==> config.mk <==
export PLATFORM = sky130hd
export DESIGN_NAME = microprocessor_param
export DESIGN_NICKNAME = d
export VERILOG_FILES = /design/src/rtl/microprocessor_param.sv
export SDC_FILE = /design/constraint.sdc
export NUM_CORES = 1
export LEC_CHECK = 0
export CAP_MARGIN = 20
export CORE_MARGIN = 2
export CORE_UTILIZATION = 61
export CTS_CLUSTER_DIAMETER = 200
export CTS_CLUSTER_SIZE = 8
export DETAILED_ROUTE_END_ITERATION = 8
export PLACE_DENSITY = 0.83
export SYNTH_ARGS = -nofsm -noshare
export SYNTH_HDL_FRONTEND = slang
export SYNTH_SLANG_ARGS = --single-unit
==> constraint.sdc <==
create_clock -name Clock -period 11.05 [get_ports Clock]
set_clock_uncertainty 0.05 [all_clocks]
set_input_delay 2.21 -clock Clock [delete_from_list [all_inputs] [get_ports Clock]]
set_output_delay 2.21 -clock Clock [all_outputs]
set_load 0.05 [all_outputs]
==> src/rtl/microprocessor_param.sv <==
// Parametrised accumulator microprocessor: a load phase fills the shared program/data memory,
// then fetch/execute runs until HALT. Optional single-step mode: define MICROP_SINGLE_STEP_EN.
module microprocessor_param #(
    parameter int DATA_W = 8,
    parameter int DEPTH  = 16,
    parameter int ADDR_W = $clog2(DEPTH)
) (
    input  logic              Clock,
    input  logic              Reset,
    input  logic [DATA_W-1:0] data_in,
    input  logic              Enter,
    input  logic              testStart,
    output logic [DATA_W-1:0] dataOut,
    output logic [2:0]        CheckState,
    output logic              Halt,
    output logic              Zero,
    output logic              Carry,
    output logic              loadFull
);

    typedef enum logic [2:0] {
        S_LOAD    = 3'd0,
        S_FETCH   = 3'd1,
        S_EXEC    = 3'd2,
        S_WAIT_IN = 3'd3,
        S_HALT    = 3'd4
    } state_t;

    typedef enum logic [3:0] {
        OP_NOP   = 4'd0,
        OP_LOAD  = 4'd1,
        OP_STORE = 4'd2,
        OP_ADD   = 4'd3,
        OP_SUB   = 4'd4,
        OP_AND   = 4'd5,
        OP_OR    = 4'd6,
        OP_JMP   = 4'd7,
        OP_JZ    = 4'd8,
        OP_OUT   = 4'd9,
        OP_IN    = 4'd10,
        OP_HALT  = 4'd15
    } opcode_t;

    localparam logic [ADDR_W-1:0] LAST_ADDR = ADDR_W'(DEPTH - 1);

    state_t              state_q, state_d;
    logic [ADDR_W-1:0]   pc_q, pc_d;
    logic [ADDR_W-1:0]   ptr_q, ptr_d;
    logic [DATA_W-1:0]   acc_q, acc_d;
    logic [DATA_W-1:0]   ir_q, ir_d;
    logic [DATA_W-1:0]   dout_q, dout_d;
    logic                z_q, z_d;
    logic                c_q, c_d;
    logic                full_q, full_d;
    logic                enter_q;

    logic [DATA_W-1:0]   mem_q [DEPTH];
    logic                mem_we;
    logic [ADDR_W-1:0]   mem_waddr;
    logic [DATA_W-1:0]   mem_wdata;

    logic                pulse;
    logic                fetch_go;
    opcode_t             op;
    logic [ADDR_W-1:0]   opnd_addr;
    logic [DATA_W-1:0]   opnd;
    logic [DATA_W:0]     sum_w;
    logic [DATA_W:0]     diff_w;
    logic [DATA_W-1:0]   and_w;
    logic [DATA_W-1:0]   or_w;
    logic [ADDR_W-1:0]   pc_inc;
    logic                unused_ir_bits;

    assign pulse     = Enter & ~enter_q;
    assign op        = opcode_t'(ir_q[DATA_W-1 -: 4]);
    assign opnd_addr = ir_q[ADDR_W-1:0];
    assign opnd      = mem_q[opnd_addr];
    assign sum_w     = {1'b0, acc_q} + {1'b0, opnd};
    // Bit DATA_W of the widened difference is the borrow out.
    assign diff_w    = {1'b0, acc_q} - {1'b0, opnd};
    assign and_w     = acc_q & opnd;
    assign or_w      = acc_q | opnd;
    assign pc_inc    = (pc_q == LAST_ADDR) ? '0 : pc_q + ADDR_W'(1);
    assign unused_ir_bits = ^ir_q;

`ifdef MICROP_SINGLE_STEP_EN
    assign fetch_go = pulse;
`else
    assign fetch_go = 1'b1;
`endif

    always_comb begin
        state_d   = state_q;
        pc_d      = pc_q;
        ptr_d     = ptr_q;
        acc_d     = acc_q;
        ir_d      = ir_q;
        dout_d    = dout_q;
        z_d       = z_q;
        c_d       = c_q;
        full_d    = full_q;
        mem_we    = 1'b0;
        mem_waddr = ptr_q;
        mem_wdata = data_in;

        case (state_q)
            S_LOAD: begin
                if (pulse && !full_q) begin
                    mem_we = 1'b1;
                    if (ptr_q == LAST_ADDR) begin
                        full_d = 1'b1;
                    end else begin
                        ptr_d = ptr_q + ADDR_W'(1);
                    end
                end
                if (testStart) begin
                    state_d = S_FETCH;
                    pc_d    = '0;
                end
            end

            S_FETCH: begin
                if (fetch_go) begin
                    ir_d    = mem_q[pc_q];
                    pc_d    = pc_inc;
                    state_d = S_EXEC;
                end
            end

            S_EXEC: begin
                state_d = S_FETCH;
                case (op)
                    OP_LOAD: begin
                        acc_d = opnd;
                        z_d   = (opnd == '0);
                    end
                    OP_STORE: begin
                        mem_we    = 1'b1;
                        mem_waddr = opnd_addr;
                        mem_wdata = acc_q;
                    end
                    OP_ADD: begin
                        acc_d = sum_w[DATA_W-1:0];
                        c_d   = sum_w[DATA_W];
                        z_d   = (sum_w[DATA_W-1:0] == '0);
                    end
                    OP_SUB: begin
                        acc_d = diff_w[DATA_W-1:0];
                        c_d   = diff_w[DATA_W];
                        z_d   = (diff_w[DATA_W-1:0] == '0);
                    end
                    OP_AND: begin
                        acc_d = and_w;
                        z_d   = (and_w == '0);
                    end
                    OP_OR: begin
                        acc_d = or_w;
                        z_d   = (or_w == '0);
                    end
                    OP_JMP:  pc_d = opnd_addr;
                    OP_JZ:   if (z_q) pc_d = opnd_addr;
                    OP_OUT:  dout_d = acc_q;
                    OP_IN:   state_d = S_WAIT_IN;
                    OP_HALT: state_d = S_HALT;
                    default: ;
                endcase
            end

            S_WAIT_IN: begin
                if (pulse) begin
                    acc_d   = data_in;
                    z_d     = (data_in == '0);
                    state_d = S_FETCH;
                end
            end

            S_HALT: ;

            default: state_d = S_LOAD;
        endcase
    end

    always_ff @(posedge Clock or negedge Reset) begin
        if (!Reset) begin
            state_q <= S_LOAD;
            pc_q    <= '0;
            ptr_q   <= '0;
            acc_q   <= '0;
            ir_q    <= '0;
            dout_q  <= '0;
            z_q     <= 1'b0;
            c_q     <= 1'b0;
            full_q  <= 1'b0;
            enter_q <= 1'b0;
        end else begin
            state_q <= state_d;
            pc_q    <= pc_d;
            ptr_q   <= ptr_d;
            acc_q   <= acc_d;
            ir_q    <= ir_d;
            dout_q  <= dout_d;
            z_q     <= z_d;
            c_q     <= c_d;
            full_q  <= full_d;
            enter_q <= Enter;
        end
    end

    // Memory survives reset so a program can be rerun without reloading.
    always_ff @(posedge Clock) begin
        if (mem_we) begin
            mem_q[mem_waddr] <= mem_wdata;
        end
    end

    assign dataOut    = dout_q;
    assign CheckState = state_q;
    assign Halt       = (state_q == S_HALT);
    assign Zero       = z_q;
    assign Carry      = c_q;
    assign loadFull   = full_q;

endmodule

; After elaboration in Yosys (flattened, before gate mapping)
; Memory sizes are Yosys's and may differ from the RTL's. A register that Yosys moved wholly into a read port is not among the register bits.
; Cells that the tools add are included.
[word_totals]
elab_cells = 87
ff_bits = 31
output_inout_bits = 15
ram_bits = 128
mem_count = 1
inputBits = 12
[mem_list]
columns = memory, depth, width, read_ports, rd_ports_with_merged_regs, write_ports, line_no
row1 = mem_q, 16, 8, 2, 1, 1, 57  ; logic [DATA_W-1:0] mem_q [DEPTH];
[op_classes]
add_sub_neg = 4
bitwise = 6
reduce_logical = 20
eq_ne = 22
muxes = 25
[ops]
columns = operator, count
row1 = $logic_not A8 Y1, 6
row2 = $pmux W8 S5, 1
row3 = $eq A4 B4 Y1 const B, 6
row4 = $mux W8, 3
row5 = $mux W4, 5
row6 = $eq A4 B3 Y1 const B, 4
row7 = $pmux W8 S2, 1
row8 = $pmux W3 S5, 1
row9 = $pmux W4 S3, 1
row10 = $reduce_and A3 Y1, 4
row11 = $add A8 B8 Y9, 1
row12 = $sub A8 B8 Y9, 1
row13 = $add A4 B1 Y4 const B, 2
row14 = $and A8 B8 Y8, 1
row15 = $eq A4 B2 Y1 const B, 2
row16 = $or A8 B8 Y8, 1
row17 = $pmux W4 S2, 1
row18 = $eq A3 B2 Y1 const B, 2
row19 = $mux W3, 2
row20 = $ne A6 B1 Y1 const B, 1
row21 = $pmux W1 S2, 3
row22 = $pmux W3 S2, 1
row23 = $mux W1, 5
row24 = $pmux W1 S5, 1
row25 = other kinds (15), 21

; Depth between registers and ports, before layout
; Gate-level depths: netlist (run 1).
[logic_depth]
word_depth = 7
depth_mapped = 19
mapped_depth_nobuf = 15

; Least setup slack after synthesis (run 1)
; OpenSTA, ideal clock, no wires.
[synth_timing]
kind = in2reg
from = input port Enter
to = memory mem_q[7][0], enable pin
t_arrival_ns = 3.608
path_buffers = 0
path_slack_ns = 7.022
required_time_ns = 10.630
setup_time_ns = 0.370
cell_stages = 6
cell_sequence = nor2b_1 -> nand2_1 -> nor3_1 -> and3_1 -> a31oi_1 -> nor2_1
[synth_between]
elab_chain_len = 6
[synth_lines]
columns = element, line_no
row1 = "start, declared", 11  ; input logic Enter,
row2 = $and A1 B1 Y1, 74  ; assign pulse = Enter & ~enter_q;
row3 = $logic_and A1 B1 Y1, 108  ; if (pulse && !full_q) begin
row4 = $mux W1, 108
row5 = $pmux W1 S2, 106  ; case (state_q)
row6 = $mux W1, 211  ; if (mem_we) begin
row7 = $mux W1 (not written as such), 212  ; mem_q[mem_waddr] <= mem_wdata;
row8 = "end, declared", 57
; Every way passes these cells.

; Worst setup path in the final report (run 1)
[layout_timing]
from = register ir_q[0], read port of mem_q
to = register acc_q[6]
[layout_between]
elab_chain_len = 4
elab_cells_between_ends = 7
classes_between = add/sub: 2 / mux: 2 / bitwise: 2 / memory: 1
[layout_lines]
columns = element, line_no
row1 = "start, declared", 50  ; logic [DATA_W-1:0] ir_q, ir_d;
row2 = $mem_v2 Z16 W8 (*), -
row3 = "$sub A8 B8 Y9, or another cell as far along", 80  ; assign diff_w = {1'b0, acc_q} - {1'b0, opnd};
row4 = $pmux W8 S5 (*), 132  ; case (op)
row5 = $pmux W8 S2 (*), 106
row6 = "end signal, assigned", 188  ; acc_q <= '0;
row7 = "end signal, assigned", 199  ; acc_q <= acc_d;
row8 = "end, declared", 49  ; logic [DATA_W-1:0] acc_q, acc_d;
; Every way passes the cells marked *; elsewhere a longest branch is shown, timed or not.
; A chain may end at the register's enable or synchronous reset.

==> metrics.yaml, run 1 <==
cts:
  h-tree-depth: 4
  clockBufferDepth: 2
  ctsResizeCount: 0
  cts_setup_buffers: 0
  ctsHoldBuffers: 0
  cts_tree: "built"
  cts_root_buffer: "clkbuf_16"
  clk_pin_slew_worst_paths_ns: 0.07
  clk_latency_ns: 0.43
  clkSinkCount: 167
  cts_made_buffers: 17
floorplan:
  die_h_microns: 126
  rows: 44
  coreArea_sq_mm: 0.0145
  die_w_microns: 126
  dieArea_sq_mm: 0.0159
  start_util: 0.624
  pin_count: 27
power:
  pwr-share-comb: 0.543
  leakagePower_uw: 0.00349
  clkPwrFrac: 0.176
  ir_drop_uv: 149
  pwr-share-seq: 0.281
  switchingPower_uw: 1380
  p_int_uw: 1750
  p_sw_frac: 0.441
  p_per_area_mw_per_mm2: 314
finish:
  n_antenna_cell: 0
  filler_cell_count: 963
  area_growth_pct: 9.97
  drive_gt1_frac: 0.201
  seqCellArea_sq_mm: 0.00482
  nNetsFinal: 696
  multi_input_area_sq_mm: 0.00396
critical_path:
  critPathLaunchType: "register"
  worstPathMaxFanout: 38
  rr_worst_depth: 14
  cp.arrival_ns: 5.13
  required_ns: 11.33
  crit_type: "reg2reg"
  end_kind: "register"
route:
  viasPerCell: 7.34
  wl_met2_microns: 11000
  first_pass_iters: 8
  wl_per_cell_microns: 27.9
  drc: 0
  dr.max_layer_used: "met4"
  wirelength_microns: 23800
  first_iter_violations: 919
  antenna_left: 0
  wirelength_met1_microns: 8490
  route.met3.wl_microns: 3070
  num_vias: 6257
yosys:
  yosysWarnings: 0
  ys_async_sr_fraction: 0.234
  synth_nets: 684
  yosys.area.top_type: "edfxtp_1"
  ys_types: 67
  synth_common_cells: "128 x edfxtp_1, 60 x mux4_2, 47 x nor2_1"
  avgSynthCellArea_sq_um: 14.1
  yosysSeqAreaShare: 0.531
  synth-main-ff-cell: "edfxtp_1"
  synth_edf_count: 128
  yosysMostFrequentCell: "edfxtp_1"
  synthCells: 643
  ys_ff_latch: 167
  yosysTopAreaCellShare: 0.424
  synth_area_sq_mm: 0.00907
  synth_area_leaders: "edfxtp_1 42%, mux4_2 15%, dfrtp_1 11%, ha_1 3.7%, mux4_1 2.9%"
sta:
  setup_viol: 0
  hold_violations: 0
  final.period_utilization: 0.438
  fmax_mhz: 206
  period_needed_ns: 4.84
  tightest_slew_ns: 1.04
  fin_ws_ns: 6.21
  finalSetupTns_ns: 0
  rsz0062_at_grt: "false"
  maxSlewHeadroom: 0.305
  maxSlewViolCount: 0
place:
  gp_congestion: 1.02
  dpl_worst_slack_ns: 5.92
  dp_hpwl_microns: 16200
  portBuffers: 26
run:
  drv_cap: 0
grt:
  grt_util_all_layers: 0.311
  grt_pass1_wl_microns: 36600
  grt_max_degree: 40
  grt_overflow_total: 0
  grt_pass1_vias: 6056
  antenna_found_initial: 0
run_status:
  status: "finished, final reports clean"
worst_hold_path:
  hold_depth: 1
  hp-class: "reg2reg"
sequential cells by signal, indices dropped and copies added, names as in the netlist, 3 cells and up:
signal / cells
CheckState: 3
acc_q: 8
dataOut: 8
ir_q: 8
mem_q: 128
pc_q: 4
ptr_q: 4
worst max-delay path: stages (launching register included):
cell      delay, ns
dfrtp_2        0.34
buf_4          0.54
mux4_2         0.59
mux2i_1        0.38
mux2_2         0.26
inv_1          0.06
ha_1           0.25
fa_1           0.45
a211oi_1       0.38
nor2_1         0.10
o311ai_0       0.45
o311ai_0       0.30
o21ai_0        0.21
a21oi_1        0.06
o31ai_1        0.29
per-layer routing:
metal  GRT usage  up-vias
li1            -     2573
met1       0.413     3035
met2       0.486      544
met3      0.0871      105
met5           0        -
met4       0.138        0
cell families (layout without fill, tap and decap cells):
group | count (synthesis) | count (layout) | share of synthesized area
AO/OA/AOI/OAI | 120 | 120 | 0.0877
XOR/XNOR | 11 | 11 | 0.0106
adder cells (fa/ha/maj) | 29 | 29 | 0.0417
buffers and inverters | 69 | 94 | 0.0337
flip-flops | 167 | 167 | 0.531
multiplexers | 99 | 99 | 0.213
AND/OR/NAND/NOR | 148 | 148 | 0.0817
layout by cell type, fill, tap and decap left out, drive strengths merged, types with 25 or more instances in the layout:
master / synthesis / routed
dfrtp: 39 / 39
mux4: 70 / 70
nor2: 47 / 47
clkdlybuf4s50: 0 / 25
a21oi: 27 / 27
o21ai: 29 / 29
inv: 28 / 34
nand2: 32 / 32
ha: 27 / 27
edfxtp: 128 / 128
area by class of cell:
type	instances	share of cell area
clock buffer	17	0.0426
clock inverter	15	0.0122
inverter	29	0.0109
multi-input combinational	407	0.397
sequential	167	0.483
tap	184	0.0231
timing repair buffer	33	0.0309
final timing paths:
path,slack [ns],end,from
setup / recovery,6.21,acc_q[6]$_DFFE_PN0P_,ir_q[0]$_DFFE_PN0P_
hold / removal,0.46,dataOut[2]$_DFFE_PN0P_,dataOut[2]$_DFFE_PN0P_
setup reg to reg,6.21,acc_q[6]$_DFFE_PN0P_,ir_q[0]$_DFFE_PN0P_
hold reg to reg,0.46,dataOut[2]$_DFFE_PN0P_,dataOut[2]$_DFFE_PN0P_
max in group asynchronous,8.44,ir_q[0]$_DFFE_PN0P_,Reset
min in group asynchronous,1.86,CheckState[0]$_DFFE_PN0P_,Reset
metrics by stage:
step	instances	total power [uW]	hold slack [ns]	cell area [sq um]	utilization
final	852	3130	0.462	9970	0.686
after global routing	852	3270	0.477	9970	0.686
after CTS	851	3080	0.463	9970	0.686
after detailed placement	819	2520	0.448	9420	0.648
after global placement	819	2470	0.439	9420	0.648
after floorplan	643	2110	0.466	9070	-
power groups by stage:
stage	Combinational, uW	Clock (uW)	Sequential [uW]
final	1700	550	880
after floorplan	1230	0	880
after detailed placement	1630	0	886
after global placement	1590	0	878
after global routing	1800	580	889
after CTS	1650	555	874
(Power assumes the default switching activity.)
==> inputs of run 2 (changes only) <==
--- a/config.mk
+++ b/config.mk
@@ -7,11 +7,11 @@
 export LEC_CHECK = 0
 export CAP_MARGIN = 20
 export CORE_MARGIN = 2
-export CORE_UTILIZATION = 61
+export CORE_UTILIZATION = 56
 export CTS_CLUSTER_DIAMETER = 200
 export CTS_CLUSTER_SIZE = 8
 export DETAILED_ROUTE_END_ITERATION = 8
-export PLACE_DENSITY = 0.83
+export PLACE_DENSITY = 0.8
 export SYNTH_ARGS = -nofsm -noshare
 export SYNTH_HDL_FRONTEND = slang
 export SYNTH_SLANG_ARGS = --single-unit
==> constraint.sdc (replaced) <==
create_clock -name Clock -period 4.1 [get_ports Clock]
set_clock_uncertainty 0.05 [all_clocks]
set_input_delay 0.82 -clock Clock [delete_from_list [all_inputs] [get_ports Clock]]
set_output_delay 0.82 -clock Clock [all_outputs]
set_load 0.05 [all_outputs]
==> metrics.yaml, run 2 (synthesized netlist as in run 1, its figures left out) <==
run:
  drv_cap: 0
critical_path:
  crit_top_cell: "o31ai_1"
  crit_chain: "buf_4 > mux4_2 > a22oi_1 > nand2_1 > inv_1 > ha_1 > a211oi_1 > o31ai_1 > o31ai_1 > xor2_1 > and4_1 > nor4_1 > a21oi_1"
  required_ns: 4.35
  end_kind: "register"
  r2r_slack_ns: 0.30
  crit_type: "reg2reg"
  rr_worst_depth: 13
  critPathLaunchType: "register"
  cp_slowest_cell: "dfrtp_1"
  rr_endpoint: "Zero$_DFFE_PN0P_"
  worstPathMaxFanout: 22
  slowest_delay_ns: 0.50
  cp.arrival_ns: 4.05
  rr_startpoint: "ir_q[1]$_DFFE_PN0P_"
finish:
  n_antenna_cell: 0
  top_register: "mem_q"
  nNetsFinal: 720
  filler_cell_count: 1164
  drive_gt1_frac: 0.233
  multi_input_area_sq_mm: 0.00397
  final_cell_mix: "128 x edfxtp_1, 60 x mux4_2, 45 x nor2_1"
  largest_reg_flops: 128
  final_common_cell: "edfxtp_1"
  seqCellArea_sq_mm: 0.00482
  utilization: 0.647
  area_growth_pct: 13.3
cts:
  clockBufferDepth: 2
  cts_setup_buffers: 0
  ctsHoldBuffers: 0
  h-tree-depth: 4
  cts_root_buffer: "clkbuf_16"
  cts_tree: "built"
  clk_pin_slew_worst_paths_ns: 0.07
  cts_made_buffers: 17
  clk_latency_ns: 0.43
  clkSinkCount: 167
worst_hold_path:
  hold_depth: 1
  hold_path.startpoint: "dataOut[7]$_DFFE_PN0P_"
  hold_path_end: "dataOut[7]$_DFFE_PN0P_"
  hp-class: "reg2reg"
sta:
  rsz0062_at_grt: "false"
  fin_ws_ns: 0.300
  maxSlewHeadroom: 0.312
  finalSetupTns_ns: 0
  hold_violations: 0
  tightest_slew_ns: 1.03
  maxSlewViolCount: 0
  setup_viol: 0
  period_needed_ns: 3.80
  fmax_mhz: 263
  whs_ns: 0.462
  final.period_utilization: 0.927
place:
  dp_hpwl_microns: 16300
  gp_congestion: 0.916
  dpl_worst_slack_ns: 0.0501
  portBuffers: 26
power:
  p_per_area_mw_per_mm2: 838
  ir_drop_uv: 478
  leakagePower_uw: 0.00365
  total_power_uw: 8610
grt:
  grt_max_degree: 40
  grt_pass1_vias: 6139
  grt_pass1_wl_microns: 37500
  grt_overflow_total: 0
  antenna_found_initial: 0
  grt_util_all_layers: 0.292
floorplan:
  die_w_microns: 131
  die_h_microns: 131
  pin_count: 27
  rows: 46
  start_util: 0.571
  dieArea_sq_mm: 0.0172
  coreArea_sq_mm: 0.0159
route:
  first_pass_iters: 7
  drc: 0
  num_vias: 6203
  first_iter_violations: 833
  antenna_left: 0
  wl_per_cell_microns: 26.7
  wirelength_microns: 24200
  viasPerCell: 6.84
run_status:
  status: "finished, final reports clean"
==> run 2: through the flow <==
step / cell area (sq um) / cells
3_5_place_dp: 9650 / 875
4_1_cts: 10200 / 906
5_1_grt: 10300 / 907
2_1_floorplan: 9070 / 643
3_3_place_gp: 9650 / 875
6_report: 10300 / 907
==> run 2: final cells by class <==
class | count | area share
Sequential cell | 167 | 0.469
Multi-Input combinational cell | 407 | 0.386
Timing Repair Buffer | 57 | 0.0499
Clock buffer | 18 | 0.0418
Tap cell | 216 | 0.0263
Clock inverter | 13 | 0.0159
Inverter | 29 | 0.0106
==> run 2: timing repair <==
action | in CTS | in global routing
setup endpoints to repair | 0 | 3
hold endpoints to repair | 0 | 0
gates resized for setup | 0 | 4
==> run 2: metal layers <==
layer / part of all wire / vias up / global-route usage
li1: - / 2617 / -
met1: 0.38 / 3149 / 0.381
met2: 0.50 / 380 / 0.480
met3: 0.083 / 57 / 0.0594
met4: 0.037 / 0 / 0.124
met5: 0 / - / 0
==> run 2: worst max-delay path, delay by kind of cell (launching register included) <==
| family | cells | cell delay, ns |
|---|---|---|
| simple gates | 3 | 0.65 |
| buf+inv | 2 | 0.56 |
| compound gates | 5 | 1.14 |
| fa+ha+maj | 1 | 0.28 |
| flops | 1 | 0.50 |
| mux | 1 | 0.36 |
| xor+xnor | 1 | 0.14 |
==> run 2: how the worst max path moves through the flow <==
stage | endpoint | cells after the start | start
final | Zero$_DFFE_PN0P_ | 13 | ir_q[1]$_DFFE_PN0P_
after detailed placement | acc_q[6]$_DFFE_PN0P_ | 12 | ir_q[0]$_DFFE_PN0P_
after global placement | acc_q[6]$_DFFE_PN0P_ | 12 | ir_q[0]$_DFFE_PN0P_
after floorplan | acc_q[6]$_DFFE_PN0P_ | 17 | ir_q[1]$_DFFE_PN0P_
after global routing | acc_q[6]$_DFFE_PN0P_ | 15 | ir_q[0]$_DFFE_PN0P_
after CTS | acc_q[6]$_DFFE_PN0P_ | 12 | ir_q[0]$_DFFE_PN0P_
==> run 2: power by group <==
| part | switching (uW) | internal, uW |
|---|---|---|
| Clock | 710 | 916 |
| Combinational | 2560 | 1970 |
| Sequential | 409 | 2040 |
| Total | 3680 | 4930 |
